$ cat src/rtl/mem_port_arbiter.sv
// Shares one single-port memory between the instruction-fetch and data ports.
// Round-robin grant, latched request copies, WAIT extra access cycles, one-cycle done pulse.

module mem_port_arbiter #(
  parameter int WAIT = 1,
  parameter int AW   = 32,
  parameter int DW   = 32
) (
  input  logic          CLK,
  input  logic          Reset,
  input  logic          if_req,
  input  logic [AW-1:0] if_addr,
  output logic          if_done,
  output logic [DW-1:0] if_rdata,
  input  logic          dm_req,
  input  logic          dm_we,
  input  logic [AW-1:0] dm_addr,
  input  logic [DW-1:0] dm_wdata,
  output logic          dm_done,
  output logic [DW-1:0] dm_rdata,
  output logic          mem_en,
  output logic          mem_we,
  output logic [AW-1:0] mem_addr,
  output logic [DW-1:0] mem_wdata,
  input  logic [DW-1:0] mem_rdata,
  output logic          busy,
  output logic          owner
);

  typedef enum logic [1:0] {
    IDLE   = 2'd0,
    ACCESS = 2'd1,
    RESP   = 2'd2
  } state_t;

  localparam logic [3:0] WAIT_C = 4'(WAIT);

  state_t     r_state;
  logic [3:0] r_cnt;
  logic       r_last;
  logic       w_grantData;

  // On a tie the port that was not served last wins; r_last=0 means fetch was last.
  assign w_grantData = dm_req && (!if_req || !r_last);

  // mem_addr/mem_wdata/mem_we double as the latched request copies for the whole access.
  always_ff @(posedge CLK or posedge Reset) begin
    if (Reset) begin
      r_state   <= IDLE;
      r_cnt     <= 4'd0;
      r_last    <= 1'b0;
      mem_en    <= 1'b0;
      mem_we    <= 1'b0;
      mem_addr  <= '0;
      mem_wdata <= '0;
      if_done   <= 1'b0;
      dm_done   <= 1'b0;
      if_rdata  <= '0;
      dm_rdata  <= '0;
      busy      <= 1'b0;
      owner     <= 1'b0;
    end else begin
      case (r_state)
        IDLE: begin
          if (if_req || dm_req) begin
            r_state <= ACCESS;
            r_cnt   <= 4'd0;
            mem_en  <= 1'b1;
            busy    <= 1'b1;
            if (w_grantData) begin
              owner     <= 1'b1;
              mem_addr  <= dm_addr;
              mem_wdata <= dm_wdata;
              mem_we    <= dm_we;
            end else begin
              owner    <= 1'b0;
              mem_addr <= if_addr;
              mem_we   <= 1'b0;
            end
          end
        end
        ACCESS: begin
          r_cnt <= r_cnt + 4'd1;
          if (r_cnt == WAIT_C) begin
            r_state <= RESP;
            mem_en  <= 1'b0;
            mem_we  <= 1'b0;
            r_last  <= owner;
            if (owner) begin
              dm_done <= 1'b1;
              if (!mem_we) begin
                dm_rdata <= mem_rdata;
              end
            end else begin
              if_done  <= 1'b1;
              if_rdata <= mem_rdata;
            end
          end
        end
        RESP: begin
          r_state <= IDLE;
          if_done <= 1'b0;
          dm_done <= 1'b0;
          busy    <= 1'b0;
        end
        default: begin
          r_state <= IDLE;
        end
      endcase
    end
  end

endmodule

$ cat config.mk
export PLATFORM = sky130hd
export DESIGN_NAME = mem_port_arbiter
export DESIGN_NICKNAME = d
export VERILOG_FILES = /design/src/rtl/mem_port_arbiter.sv
export SDC_FILE = /design/constraint.sdc
export NUM_CORES = 1
export LEC_CHECK = 0
export CAP_MARGIN = 0
export CORE_MARGIN = 8
export CORE_UTILIZATION = 25
export DETAILED_ROUTE_END_ITERATION = 6
export HOLD_SLACK_MARGIN = 0.12
export SYNTH_ARGS = -nofsm -noshare
export SYNTH_HDL_FRONTEND = slang
export SYNTH_SLANG_ARGS = --single-unit
$ cat constraint.sdc
create_clock -name CLK -period 4.77 [get_ports CLK]
set_input_delay 0.954 -clock CLK [delete_from_list [all_inputs] [get_ports CLK]]
set_output_delay 0.954 -clock CLK [all_outputs]
set_load 0.01 [all_outputs]
==> impl_metrics.py <==
metrics = {
    "clocking": {
        "number_of_sinks_on_the_clock_net": 141,
        "htree_num_levels": 4,
        "cts_hold_buffers": 0,
        "clk_transition_reported_paths_ns": 0.05,
        "cts_tree": "done",
        "root_buffer": "sky130_fd_sc_hd__clkbuf_16",
        "cts_inserted_buffers": 17,
        "number_of_buffers_inserted_to_repair_setup_after_cts": 0,
        "clk_path_buf_depth": 2,
        "cts-resized-gates": 0,
        "worstSkewPairLatency_ns": 0.41,
    },
    "floorplanning": {
        "row_count": 55,
        "core_area_um2": 22570,
        "initial_core_utilization_pct": 25.31,
        "dieHeight_um": 167.2,
        "io_pins": 267,
        "die_width_um": 167.2,
        "die_area_um2": 27950,
    },
    "min_path": {
        "timing.hold.worst_endpoint": "busy",
        "hold_path_depth": 2,
        "worst_hold_path_type": "flip-flop to flip-flop",
        "hold_path_startpoint": "busy",
    },
    "power_and_ir_drop": {
        "p_leak_nw": 3.761,
        "vdd_ir_drop_max_uv": 274.2,
        "cellPowerDensity_nw_per_um2": 678.2,
    },
    "timing": {
        "timing.final.crit_period_ns": 2.878,
        "worst_slack_ns": 1.892,
        "finalClockSkew_ns": 0.008395,
        "maximum_clock_frequency_mhz": 347.5,
        "grt_setup_unrepaired": "no",
        "max_slew_margin_pct": 38.16,
        "finalCritPeriodShare_pct": 60.33,
        "drv_slew": 0,
        "tightest_slew_ns": 0.9253,
        "finalSetupViolCount": 0,
        "final_hold_viol_count": 0,
        "setup_total_negative_slack_ns": 0,
        "hold_ws_ns": 0.4813,
    },
    "placement": {
        "dp_hpwl_um": 12350,
        "preCtsSetupSlack_ns": 1.432,
        "placed_area_um2": 8666,
        "gp_routability_congestion": 0.7119,
        "port-buffer-count": 266,
    },
    "global_routing": {
        "grt_antenna_before_repair": 0,
        "grt_pass1_wl_um": 26200,
        "overflow": 0,
        "global_route.usage.total_pct": 11.83,
        "first_global_vias": 4549,
        "grt_max_degree": 76,
    },
    "route": {
        "drc_violations_left": 0,
        "detail_route.wirelength_um": 16210,
        "routed_via_density": 4.222,
        "first_pass_iters": 4,
        "antenna_violating_nets_post_route": 0,
        "detailroute.via_count": 3901,
        "dr.first_iter.drc_count": 100,
        "detail_routed_net_length_per_standard_cell_um": 17.54,
    },
    "worst_setup_path": {
        "cp_max_fo": 34,
        "worst_path_largest_cell_delay_ns": 0.81,
        "timing.rr.start": "r_last",
        "crit_required_ns": 5.05,
        "arrival_ns": 3.16,
        "class_of_the_most_critical_setup_path": "input pin to flip-flop",
        "path_delay_family": "simple AND/OR/NAND/NOR gates",
        "setup_crit_end_kind": "flip-flop",
        "setup.reg_to_reg.worst_slack_ns": 2.54,
        "critPathLaunchType": "input pin",
        "worst_path_cell_chain": "clkdlybuf4s50_1 -> a21bo_2 -> nor2_4 -> mux2_2",
        "worst_path_max_delay_cell": "sky130_fd_sc_hd__nor2_4",
        "r2r_cells": 3,
        "timing.critical_path.buf_inv": 1,
        "reg2reg_to": "mem_wdata[6]",
    },
    "logic_synthesis": {
        "combinational_family_with_the_most_area_after_synthesis": "multiplexers",
        "synth_compound_area_share_pct": 1.489,
        "postSynthNetCount": 491,
        "cell_count_after_synthesis": 356,
        "synth_fa_ha_area_share_pct": 0.4380,
        "synth_seq_cells": 141,
        "post_synth_and_or_nand_nor_area_fraction_pct": 1.993,
        "post-synth-top-area-fraction_pct": 61.76,
        "yosys-mux-area-fraction_pct": 32.08,
        "ys_top_cells_by_area": "sky130_fd_sc_hd__dfrtp_1 (62%), sky130_fd_sc_hd__mux2_2 (31%), sky130_fd_sc_hd__buf_4 (0.79%)",
        "sequential_element_share_of_the_synthesized_area_pct": 61.76,
        "synth_xor_xnor_area_share_pct": 0,
        "syn-mean-instance-area_um2": 16.05,
        "netlist-cell-type-count": 29,
        "leading_area_contributor_after_synthesis": "sky130_fd_sc_hd__dfrtp_1",
        "post_synth_instance_area_um2": 5713,
        "synth.yosys.warnings": 0,
    },
    "cells_and_area": {
        "fillers": 2074,
        "num_antenna_cells": 0,
        "post_route_cells_drive_above_1_share_pct": 30.52,
        "num-nets-final": 762,
        "post-route-cell-area_um2": 9248,
        "area_growth_pct": 61.87,
        "final_core_utilization_pct": 40.97,
    },
    "run_status": {
        "status": "finished, final reports clean",
    },
    "flow_run": {
        "maxCapViolations": 0,
    },
}
==> synthesized netlist by cell type, drive strengths merged <==
cell type	instances
mux2	161
dfrtp	141
buf	15
nand2	5
o21ai	4
a21o	3
inv	3
nor2	3
clkbuf	2
ha	2
mux2i	2
nand2b	2
or2	2
a21bo	1
a22o	1
a32o	1
nand4	1
nand4b	1
nor2b	1
nor3	1
nor3b	1
o211ai	1
o22ai	1
or3b	1
==> per-stage QoR <==
step | instances | power (mW)
after detailed placement | 893 | 5.050
after global routing | 924 | 6.677
after CTS | 924 | 6.411
final | 924 | 6.272
after global placement | 893 | 4.982
after floorplan | 356 | 3.448
==> sequential cells by signal, indices dropped and copies added, names as in the netlist <==
| signal | flops |
|---|---|
| dm_rdata | 32 |
| if_rdata | 32 |
| mem_addr | 32 |
| mem_wdata | 32 |
| r_cnt | 4 |
| r_state | 2 |
| busy | 1 |
| dm_done | 1 |
| if_done | 1 |
| mem_en | 1 |
| mem_we | 1 |
| owner | 1 |
| r_last | 1 |
==> layout make-up <==
| type | count | area, µm² | area share, % |
|---|---|---|---|
| Sequential cell | 141 | 3528 | 38.15 |
| Timing Repair Buffer | 269 | 2698 | 29.17 |
| Multi-Input combinational cell | 195 | 2067 | 22.35 |
| Clock buffer | 20 | 436.7 | 4.722 |
| Tap cell | 285 | 356.6 | 3.856 |
| Clock inverter | 11 | 145.1 | 1.569 |
| Inverter | 3 | 16.27 | 0.1759 |
==> worst register-to-register path: stages, from the launching register on <==
cell,delay [ns]
sky130_fd_sc_hd__dfrtp_1,0.40
sky130_fd_sc_hd__a21bo_2,0.47
sky130_fd_sc_hd__nor2_4,0.81
sky130_fd_sc_hd__mux2_2,0.43
==> per-layer routing <==
layer	track usage (%)	share of wire, %	vias up
li1	-	-	1822
met1	13.04	39	1936
met5	0	0	-
met4	3.998	1.2	0
met2	20.82	53	133
met3	4.303	7.2	10
==> worst max path at each step <==
stage | start | endpoint | slack (ns) | cells past startpoint
detailed placement | dm_req | mem_wdata[6] | 1.43 | 4
CTS | dm_req | mem_wdata[6] | 1.87 | 4
floorplan | Reset | busy | 0.03 | 1
global route | dm_req | mem_wdata[6] | 1.78 | 4
global placement | dm_req | mem_wdata[12] | 1.49 | 4
finish | dm_req | mem_wdata[6] | 1.89 | 4
==> cells in the final DEF, fill, tap and decap left out <==
cell	count
sky130_fd_sc_hd__a21bo_2	1
sky130_fd_sc_hd__a21o_1	3
sky130_fd_sc_hd__a22o_1	1
sky130_fd_sc_hd__a32o_1	1
sky130_fd_sc_hd__buf_12	1
sky130_fd_sc_hd__buf_4	2
sky130_fd_sc_hd__bufinv_16	3
sky130_fd_sc_hd__clkbuf_1	3
sky130_fd_sc_hd__clkbuf_16	17
sky130_fd_sc_hd__clkdlybuf4s50_1	266
sky130_fd_sc_hd__clkinv_2	3
sky130_fd_sc_hd__clkinv_4	2
sky130_fd_sc_hd__clkinvlp_4	3
sky130_fd_sc_hd__dfrtp_1	141
sky130_fd_sc_hd__ha_1	2
sky130_fd_sc_hd__inv_1	2
sky130_fd_sc_hd__inv_6	1
sky130_fd_sc_hd__mux2_1	3
sky130_fd_sc_hd__mux2_2	158
sky130_fd_sc_hd__mux2i_1	2
sky130_fd_sc_hd__nand2_1	5
sky130_fd_sc_hd__nand2b_1	2
sky130_fd_sc_hd__nand4_1	1
sky130_fd_sc_hd__nand4b_1	1
sky130_fd_sc_hd__nor2_1	1
sky130_fd_sc_hd__nor2_4	2
sky130_fd_sc_hd__nor2b_1	1
sky130_fd_sc_hd__nor3_4	1
sky130_fd_sc_hd__nor3b_1	1
sky130_fd_sc_hd__o211ai_1	1
sky130_fd_sc_hd__o21ai_0	4
sky130_fd_sc_hd__o22ai_1	1
sky130_fd_sc_hd__or2_1	1
sky130_fd_sc_hd__or2_2	1
sky130_fd_sc_hd__or3b_1	1
==> report_power, final <==
part	switching [mW]	leakage [nW]	total (mW)	internal, mW
Sequential	0.337	1.66	2.15	1.82
Clock	0.487	0.276	1.30	0.818
Combinational	1.07	1.82	2.81	1.75
==> cell families after synthesis <==
kind of cell	after synthesis
DFF	141
AOI/OAI and AO/OA	12
buffers and inverters	20
adders and majority gates	2
muxes	163
and+or+nand+nor	18
No activity file was read; power rests on OpenSTA's default activity.
